**config.mk**
```make
export PLATFORM = sky130hd
export DESIGN_NAME = wb_select_queue
export DESIGN_NICKNAME = d
export VERILOG_FILES = /design/src/rtl/wb_pkg.sv /design/src/rtl/wb_fifo.sv /design/src/rtl/wb_select_queue.sv
export SDC_FILE = /design/constraint.sdc
export NUM_CORES = 1
export LEC_CHECK = 0
export CELL_PAD_IN_SITES_DETAIL_PLACEMENT = 0
export CELL_PAD_IN_SITES_GLOBAL_PLACEMENT = 1
export CORE_MARGIN = 2
export CORE_UTILIZATION = 35
export DETAILED_ROUTE_END_ITERATION = 12
export DONT_BUFFER_PORTS = 1
export HOLD_SLACK_MARGIN = 0.03
export PLACE_DENSITY_LB_ADDON = 0.3
export RECOVER_POWER = 100
export SKIP_CTS_REPAIR_TIMING = 1
export SYNTH_ARGS = -nofsm -noshare
export SYNTH_HDL_FRONTEND = slang
export SYNTH_SLANG_ARGS = --single-unit
```
**constraint.sdc**
```tcl
create_clock -name clk -period 2.6 [get_ports clk]
set_input_delay 0.26 -clock clk [delete_from_list [all_inputs] [get_ports clk]]
set_output_delay 0.26 -clock clk [all_outputs]
set_load 0.02 [all_outputs]
```
**src/rtl/wb_pkg.sv**
```systemverilog
// Shared constants for the writeback selector: source select codes and the
// constant word returned for the "constant" select code.
package wb_pkg;

    localparam int SEL_HI     = 0;
    localparam int SEL_LO     = 1;
    localparam int SEL_RESULT = 2;
    localparam int SEL_LS     = 3;
    localparam int SEL_LUI    = 4;
    localparam int SEL_ALU    = 5;
    localparam int SEL_SHIFT  = 6;
    localparam int SEL_SEXT1  = 7;
    localparam int SEL_CONST  = 8;

    localparam int WB_CONST   = 227;

endpackage

```
**src/rtl/wb_fifo.sv**
```systemverilog
// In-order storage for writeback entries: circular buffer with read/write
// pointers and an occupancy count. The caller guarantees push only when not
// full and pop only when not empty. With WB_BYPASS_EN defined the raw storage
// and read pointer are exported so the top level can search queued entries.
module wb_fifo
    import wb_pkg::*;
#(
    parameter  int DATA_W = 37,
    parameter  int DEPTH  = 2,
    localparam int CNT_W  = $clog2(DEPTH + 1),
    localparam int PTR_W  = (DEPTH > 1) ? $clog2(DEPTH) : 1
) (
    input  logic              clk,
    input  logic              reset,
    input  logic              push,
    input  logic              pop,
    input  logic [DATA_W-1:0] wr_data,
    output logic [DATA_W-1:0] rd_data,
    output logic [CNT_W-1:0]  count
`ifdef WB_BYPASS_EN
    ,
    output logic [DEPTH*DATA_W-1:0] stor,
    output logic [PTR_W-1:0]        rd_idx
`endif
);

    logic [DATA_W-1:0] mem [DEPTH];
    logic [PTR_W-1:0]  wr_ptr;
    logic [PTR_W-1:0]  rd_ptr;

    function automatic logic [PTR_W-1:0] ptr_inc(input logic [PTR_W-1:0] p);
        return (p == PTR_W'(DEPTH - 1)) ? '0 : p + 1'b1;
    endfunction

    // Entry storage; contents need no reset because count gates the output.
    always_ff @(posedge clk) begin
        if (push) mem[wr_ptr] <= wr_data;
    end

    // Pointers and occupancy; a simultaneous push and pop leaves count alone.
    always_ff @(posedge clk) begin
        if (reset) begin
            wr_ptr <= '0;
            rd_ptr <= '0;
            count  <= '0;
        end else begin
            if (push) wr_ptr <= ptr_inc(wr_ptr);
            if (pop)  rd_ptr <= ptr_inc(rd_ptr);
            if (push && !pop)      count <= count + 1'b1;
            else if (pop && !push) count <= count - 1'b1;
        end
    end

    // Head word, forced to zero while empty.
    always_comb begin
        rd_data = (count != '0) ? mem[rd_ptr] : '0;
    end

`ifdef WB_BYPASS_EN
    // Flattened view of the storage for the bypass search.
    always_comb begin
        stor = '0;
        for (int i = 0; i < DEPTH; i++) stor[i*DATA_W +: DATA_W] = mem[i];
        rd_idx = rd_ptr;
    end
`endif

endmodule

```
**src/rtl/wb_select_queue.sv**
```systemverilog
// Writeback selector + in-order queue. Selects a source word (or the constant)
// by select code, filters writes to register 0, tracks a sticky bad-select
// flag and drains queued {addr, data} entries to the register file.
// Optional macro WB_BYPASS_EN adds a combinational lookup of queued entries
// (byp_addr / byp_hit / byp_data).
module wb_select_queue
    import wb_pkg::*;
#(
    parameter  int W         = 32,
    parameter  int N_SRC     = 8,
    parameter  int SEL_W     = 4,
    parameter  int ADDR_W    = 5,
    parameter  int DEPTH     = 2,
    parameter  int CONST_VAL = WB_CONST,
    localparam int CNT_W     = $clog2(DEPTH + 1)
) (
    input  logic               clk,
    input  logic               reset,
    input  logic [N_SRC*W-1:0] src_data,
    input  logic [SEL_W-1:0]   sel,
    input  logic [ADDR_W-1:0]  dst_addr,
    input  logic               in_valid,
    output logic               in_ready,
    output logic [W-1:0]       wb_data,
    output logic [ADDR_W-1:0]  wb_addr,
    output logic               wb_valid,
    input  logic               wb_ready,
    output logic               sel_err,
    output logic [CNT_W-1:0]   occupancy
`ifdef WB_BYPASS_EN
    ,
    input  logic [ADDR_W-1:0]  byp_addr,
    output logic               byp_hit,
    output logic [W-1:0]       byp_data
`endif
);

    localparam int DATA_W = ADDR_W + W;
    localparam int PTR_W  = (DEPTH > 1) ? $clog2(DEPTH) : 1;

    logic [W-1:0]      sel_word;
    logic              accept;
    logic              push;
    logic              pop;
    logic [DATA_W-1:0] head;

    // Source select: explicit compare per code keeps out-of-range codes at zero.
    always_comb begin
        sel_word = '0;
        for (int k = 0; k < N_SRC; k++) begin
            if (sel == SEL_W'(k)) sel_word = src_data[k*W +: W];
        end
        if (sel == SEL_W'(N_SRC)) sel_word = W'(CONST_VAL);
    end

    // Handshakes; a register-0 destination completes the handshake but is dropped.
    always_comb begin
        in_ready = (occupancy != CNT_W'(DEPTH));
        accept   = in_valid && in_ready;
        push     = accept && (dst_addr != '0);
        wb_valid = (occupancy != '0);
        pop      = wb_valid && wb_ready;
        wb_addr  = head[W +: ADDR_W];
        wb_data  = head[W-1:0];
    end

    // Sticky flag for any accepted select code beyond the constant slot.
    always_ff @(posedge clk) begin
        if (reset)                                sel_err <= 1'b0;
        else if (accept && sel > SEL_W'(N_SRC))   sel_err <= 1'b1;
    end

`ifdef WB_BYPASS_EN
    logic [DEPTH*DATA_W-1:0] stor;
    logic [PTR_W-1:0]        rd_idx;
`endif

    wb_fifo #(
        .DATA_W (DATA_W),
        .DEPTH  (DEPTH)
    ) u_fifo (
        .clk     (clk),
        .reset   (reset),
        .push    (push),
        .pop     (pop),
        .wr_data ({dst_addr, sel_word}),
        .rd_data (head),
        .count   (occupancy)
`ifdef WB_BYPASS_EN
        ,
        .stor    (stor),
        .rd_idx  (rd_idx)
`endif
    );

`ifdef WB_BYPASS_EN
    // Walk stored entries oldest to youngest so the youngest match wins.
    always_comb begin
        byp_hit  = 1'b0;
        byp_data = '0;
        for (int i = 0; i < DEPTH; i++) begin
            int j;
            j = int'(rd_idx) + i;
            if (j >= DEPTH) j = j - DEPTH;
            if (i < int'(occupancy) && byp_addr != '0 &&
                stor[j*DATA_W + W +: ADDR_W] == byp_addr) begin
                byp_hit  = 1'b1;
                byp_data = stor[j*DATA_W +: W];
            end
        end
    end
`endif

endmodule
```
After elaboration in Yosys (flattened, before gate mapping):

Memories as Yosys holds them, arrays and structs flattened. A register that Yosys moved wholly into a read port is not among the register bits.
Index checks and enable logic that the tools add are counted.

* flip-flop bits (word level): 5
* RAM bits: 74
* bits of input ports: 269
* logic and storage cells: 49
* memories kept: 1

Memory list
* u_fifo.mem: words 2, width 37, read ports 1, clocked after memory_dff 1, write ports 1, RTL line wb_fifo.sv:27 `logic [DATA_W-1:0] mem [DEPTH];`

* add/subtract/negate cells: 4
* order comparisons: 1
* equality and inequality tests: 9
* mux-type cells: 18
* reduce and logical (&&, ||, !) cells: 12

Operators with widths (count)
* two-way mux 32 bit: 9
* two-way mux 37 bit: 1
* equality test 4 x 3 -> 1 bit (second input constant): 4
* equality test 4 x 2 -> 1 bit (second input constant): 2
* logical AND 1 bit: 6
* two-way mux 1 bit: 6
* nonzero test 5 bit: 1
* equality test 4 x 1 -> 1 bit (second input constant): 1
* equality test 4 bit (second input constant): 1
* greater-than comparator 4 bit (second input constant): 1
* logical NOT 4 bit: 1
* two-way mux 2 bit: 2
* nonzero test 2 bit: 2
* adder 1 bit (second input constant): 2
* adder 2 x 1 -> 2 bit (second input constant): 1
* logical NOT 1 bit: 2
* != test 2 bit (second input constant): 1
* subtractor 2 x 1 -> 2 bit (second input constant): 1

Logic depth before layout (Yosys ltp):

* depth after elaboration: 10
* mapped depth: 7
* gate-level depth less buffers: 7

Hierarchy:

Synthesis repeated with hierarchy kept, for this count alone.

* cells, all modules: 561
* area, all modules: 5577.8 um2

Modules (own cells, without submodules)
* wb_fifo: times used 1, cells each 176, area an instance 2989.1 um2, seq. area each 2322.2 um2
* wb_select_queue: times used 1, cells each 385, area an instance 2588.7 um2, seq. area each 20.0 um2

Worst setup path before layout:

OpenSTA, ideal clock, no wires.

* path type: register to register
* start: register u_fifo.count[0]
* end: memory u_fifo.mem[0][0] (enable)
* library setup time: 431 ps
* data arrival time: 2612 ps
* required time: 2169 ps
* slack: -443 ps
* stages on the path, launching flop included: 4
* path buffers: 0
* cell sequence: dfxtp_1 -> nand2b_1 -> o211ai_1 -> nor2_1

* word-level cells in the longest chain between the ends: 5

Ends and longest elaborated chain
* start, declared: RTL line wb_fifo.sv:19 `output logic [CNT_W-1:0] count`
* start signal, assigned: RTL line wb_fifo.sv:49 `if (push && !pop) count <= count + 1'b1;`
* start signal, assigned: RTL line wb_fifo.sv:50 `else if (pop && !push) count <= count - 1'b1;`
* != test 2 bit: RTL line wb_select_queue.sv:58 `in_ready = (occupancy != CNT_W'(DEPTH));`
* via in_ready: RTL line wb_select_queue.sv:23 `output logic in_ready,`
* logical AND 1 bit: RTL line wb_select_queue.sv:59 `accept = in_valid && in_ready;`
* logical AND 1 bit: RTL line wb_select_queue.sv:60 `push = accept && (dst_addr != '0);`
* two-way mux 1 bit: RTL line wb_fifo.sv:37 `if (push) mem[wr_ptr] <= wr_data;`
* two-way mux 1 bit (not written as such): RTL line wb_fifo.sv:37
* end, declared: RTL line wb_fifo.sv:27

The timed path passes the listed nets, and every way through them passes these cells.

==> results.sh <==
export IMPL_status="finished clean"
export IMPL_drc=0
export IMPL_synth_seq_area_share=0.4189
export IMPL_numPortBuffers=0
export IMPL_cts_max_path_buffers=2
export IMPL_num_rows=46
export IMPL_placed_area_sq_mm=0.005720
export IMPL_die_area_sq_mm=0.01700
export IMPL_critPathKind="reg2out"
export IMPL_fin_area_sq_mm=0.006030
export IMPL_crit_path_start_kind="flip-flop"
export IMPL_finalSetupViolCount=0
export IMPL_antenna_found_initial=0
export IMPL_critPathBufInv=1
export IMPL_cpMaxStageDelayCell="dfxtp_1"
export IMPL_grt_max_degree=129
export IMPL_ant_nets=0
export IMPL_ys_types=47
export IMPL_relSlewSlack=0.2436
export IMPL_gr_total_overflow=0
export IMPL_final_cell_mix="mux2i_1 (102), o21ai_0 (83), edfxtp_1 (74), nor2_1 (55), a22o_1 (23)"
export IMPL_first_pass_iters=4
export IMPL_cts_buffers=9
export IMPL_hpwlAfterDp_mm=14.51
export IMPL_drive_gt1_frac=0.04324
export IMPL_tightest_slew_ns=1.132
export IMPL_clock_latency_ns=0.33
export IMPL_avgSynthCellArea_sq_um=9.725
export IMPL_ys_flop_type="edfxtp_1"
export IMPL_first_global_vias=4380
export IMPL_n_antenna_cell=0
export IMPL_cts_tree="done"
export IMPL_syn_inst=575
export IMPL_cp_required_ns=2.34
export IMPL_num_vias=4610
export IMPL_die_w_microns=130.4
export IMPL_viasPerCell=5.979
export IMPL_synth_edf_count=74
export IMPL_htreeDepth=3
export IMPL_fillers=1630
export IMPL_p_per_area_mw_per_mm2=752.1
export IMPL_die_h_microns=130.4
export IMPL_post_route_util=0.3823
export IMPL_grt_first_pass_wirelength_mm=26.45
export IMPL_maxCapViolations=0
export IMPL_critPathArrivalTime_ns=1.96
export IMPL_path_cells="buf_12, mux2i_1, nor2_1"
export IMPL_end_kind="output port"
export IMPL_crit_path_max_fanout=25
export IMPL_fin_tns_setup_ns=0
export IMPL_start_util=0.3546
export IMPL_maxSlewViolCount=0
export IMPL_first_iter_violations=264
export IMPL_rsz0062_at_grt="false"
export IMPL_cp_slowest_stage_delay_ns=0.85
export IMPL_totalWireLength_mm=18.93
export IMPL_ys_async_sr_fraction=0
export IMPL_gp_congestion=0.8741
export IMPL_fin_skew_ns=0.006456
export IMPL_pin_count=311
export IMPL_synth_net_count=845
export IMPL_fin_crit_ns=2.220
export IMPL_clk_pin_slew_ns=0.05
export IMPL_final_nets=821
export IMPL_core_sq_mm=0.01577
export IMPL_syn_area_sq_mm=0.005592
export IMPL_crit_family="flip-flops"
export IMPL_fin_crit_sh=0.8540
export IMPL_yosys_warnings=0
export IMPL_synth_seq_cells=80
export IMPL_syn_to_final_growth_pct=7.832
export IMPL_fmax_mhz=450.4
export IMPL_hold_viol=0
export IMPL_hp_class="in2reg"
export IMPL_cts_root_buf="clkbuf_16"
export IMPL_grtUsageTotal=0.2095
export IMPL_peakVddDrop_uv=516.2
export IMPL_cts_sinks=80
export IMPL_wl_per_cell_microns=24.55
export IMPL_final_common_cell="mux2i_1"
export IMPL_leakage_uw=0.002056
## per-layer routing
layer,GRT usage,part of all wire
met1,0.3002,0.45
met2,0.3354,0.47
met3,0.03339,0.068
met4,0.04819,0.016
met5,0,0
## through the flow
step	power (uW)	hold slack (ns)	instances	worst slack, ns
2_1_floorplan	3085	0.3291	575	-0.4434
5_1_grt	4772	0.1062	771	0.2637
3_3_place_gp	3415	0.3337	750	0.5004
3_5_place_dp	3439	0.3275	750	0.4550
4_1_cts	4613	-0.009722	765	0.4630
6_report	4535	0.1147	771	0.3797
## power by group
group	internal, uW	switching (uW)
clock	732	436
combinational	461	1110
sequential	1680	106
## synth_stat cells (all sizes together), types with 6 or more instances
cell / number / area, sq um
mux2i: 102 / 1021
o21ai: 83 / 422.9
edfxtp: 74 / 2222
nor2: 57 / 214.0
buf: 27 / 160.2
clkbuf: 24 / 90.09
a22o: 23 / 201.4
a21oi: 21 / 105.1
nand2: 21 / 81.33
o22a: 19 / 166.4
nand2b: 18 / 112.6
nor3: 14 / 70.07
inv: 11 / 41.29
nand3b: 9 / 67.56
nor2b: 9 / 56.30
a211oi: 8 / 60.06
dfxtp: 6 / 120.1
## sequential cells by signal, summed over array words and instances, names as in the netlist, named ones only
| name | cells |
|---|---|
| sel_err | 1 |
| u_fifo.count | 2 |
| u_fifo.mem | 74 |
| u_fifo.rd_ptr | 1 |
| u_fifo.wr_ptr | 1 |
## kinds of logic (layout without fill, tap and decap cells)
family,count (synthesis),after routing,share of synthesized area
AOI/OAI and AO/OA,182,182,0.2101
and+or+nand+nor,144,144,0.1278
muxes,102,102,0.1826
DFF,80,80,0.4189
buffers and inverters,62,42,0.05214
xor gates and xnor gates,4,4,0.006267
adders and majority gates,1,1,0.002237
## final cells by class
class                   count  area, sq um  share of cell area
multi-input cells         433         2968              0.4922
flip-flops and latches     80         2342              0.3885
well taps                 216        270.3             0.04482
clock buffers              11        232.7             0.03860
repair buffers             16        128.9             0.02137
clock inverters             4        46.29            0.007678
inverters                  11        41.29            0.006848
## worst paths after layout
kind                   start          endpoint  slack (ns)  depth (start not counted)
max reg2reg  u_fifo.count[1]  u_fifo.mem[0][7]        0.47                          4
max                flip-flop       wb_data[12]        0.38                          3
min reg2reg    u_fifo.rd_ptr     u_fifo.rd_ptr        0.51                          2
min                 in_valid           sel_err        0.11                          2
(Power assumes the default switching activity.)
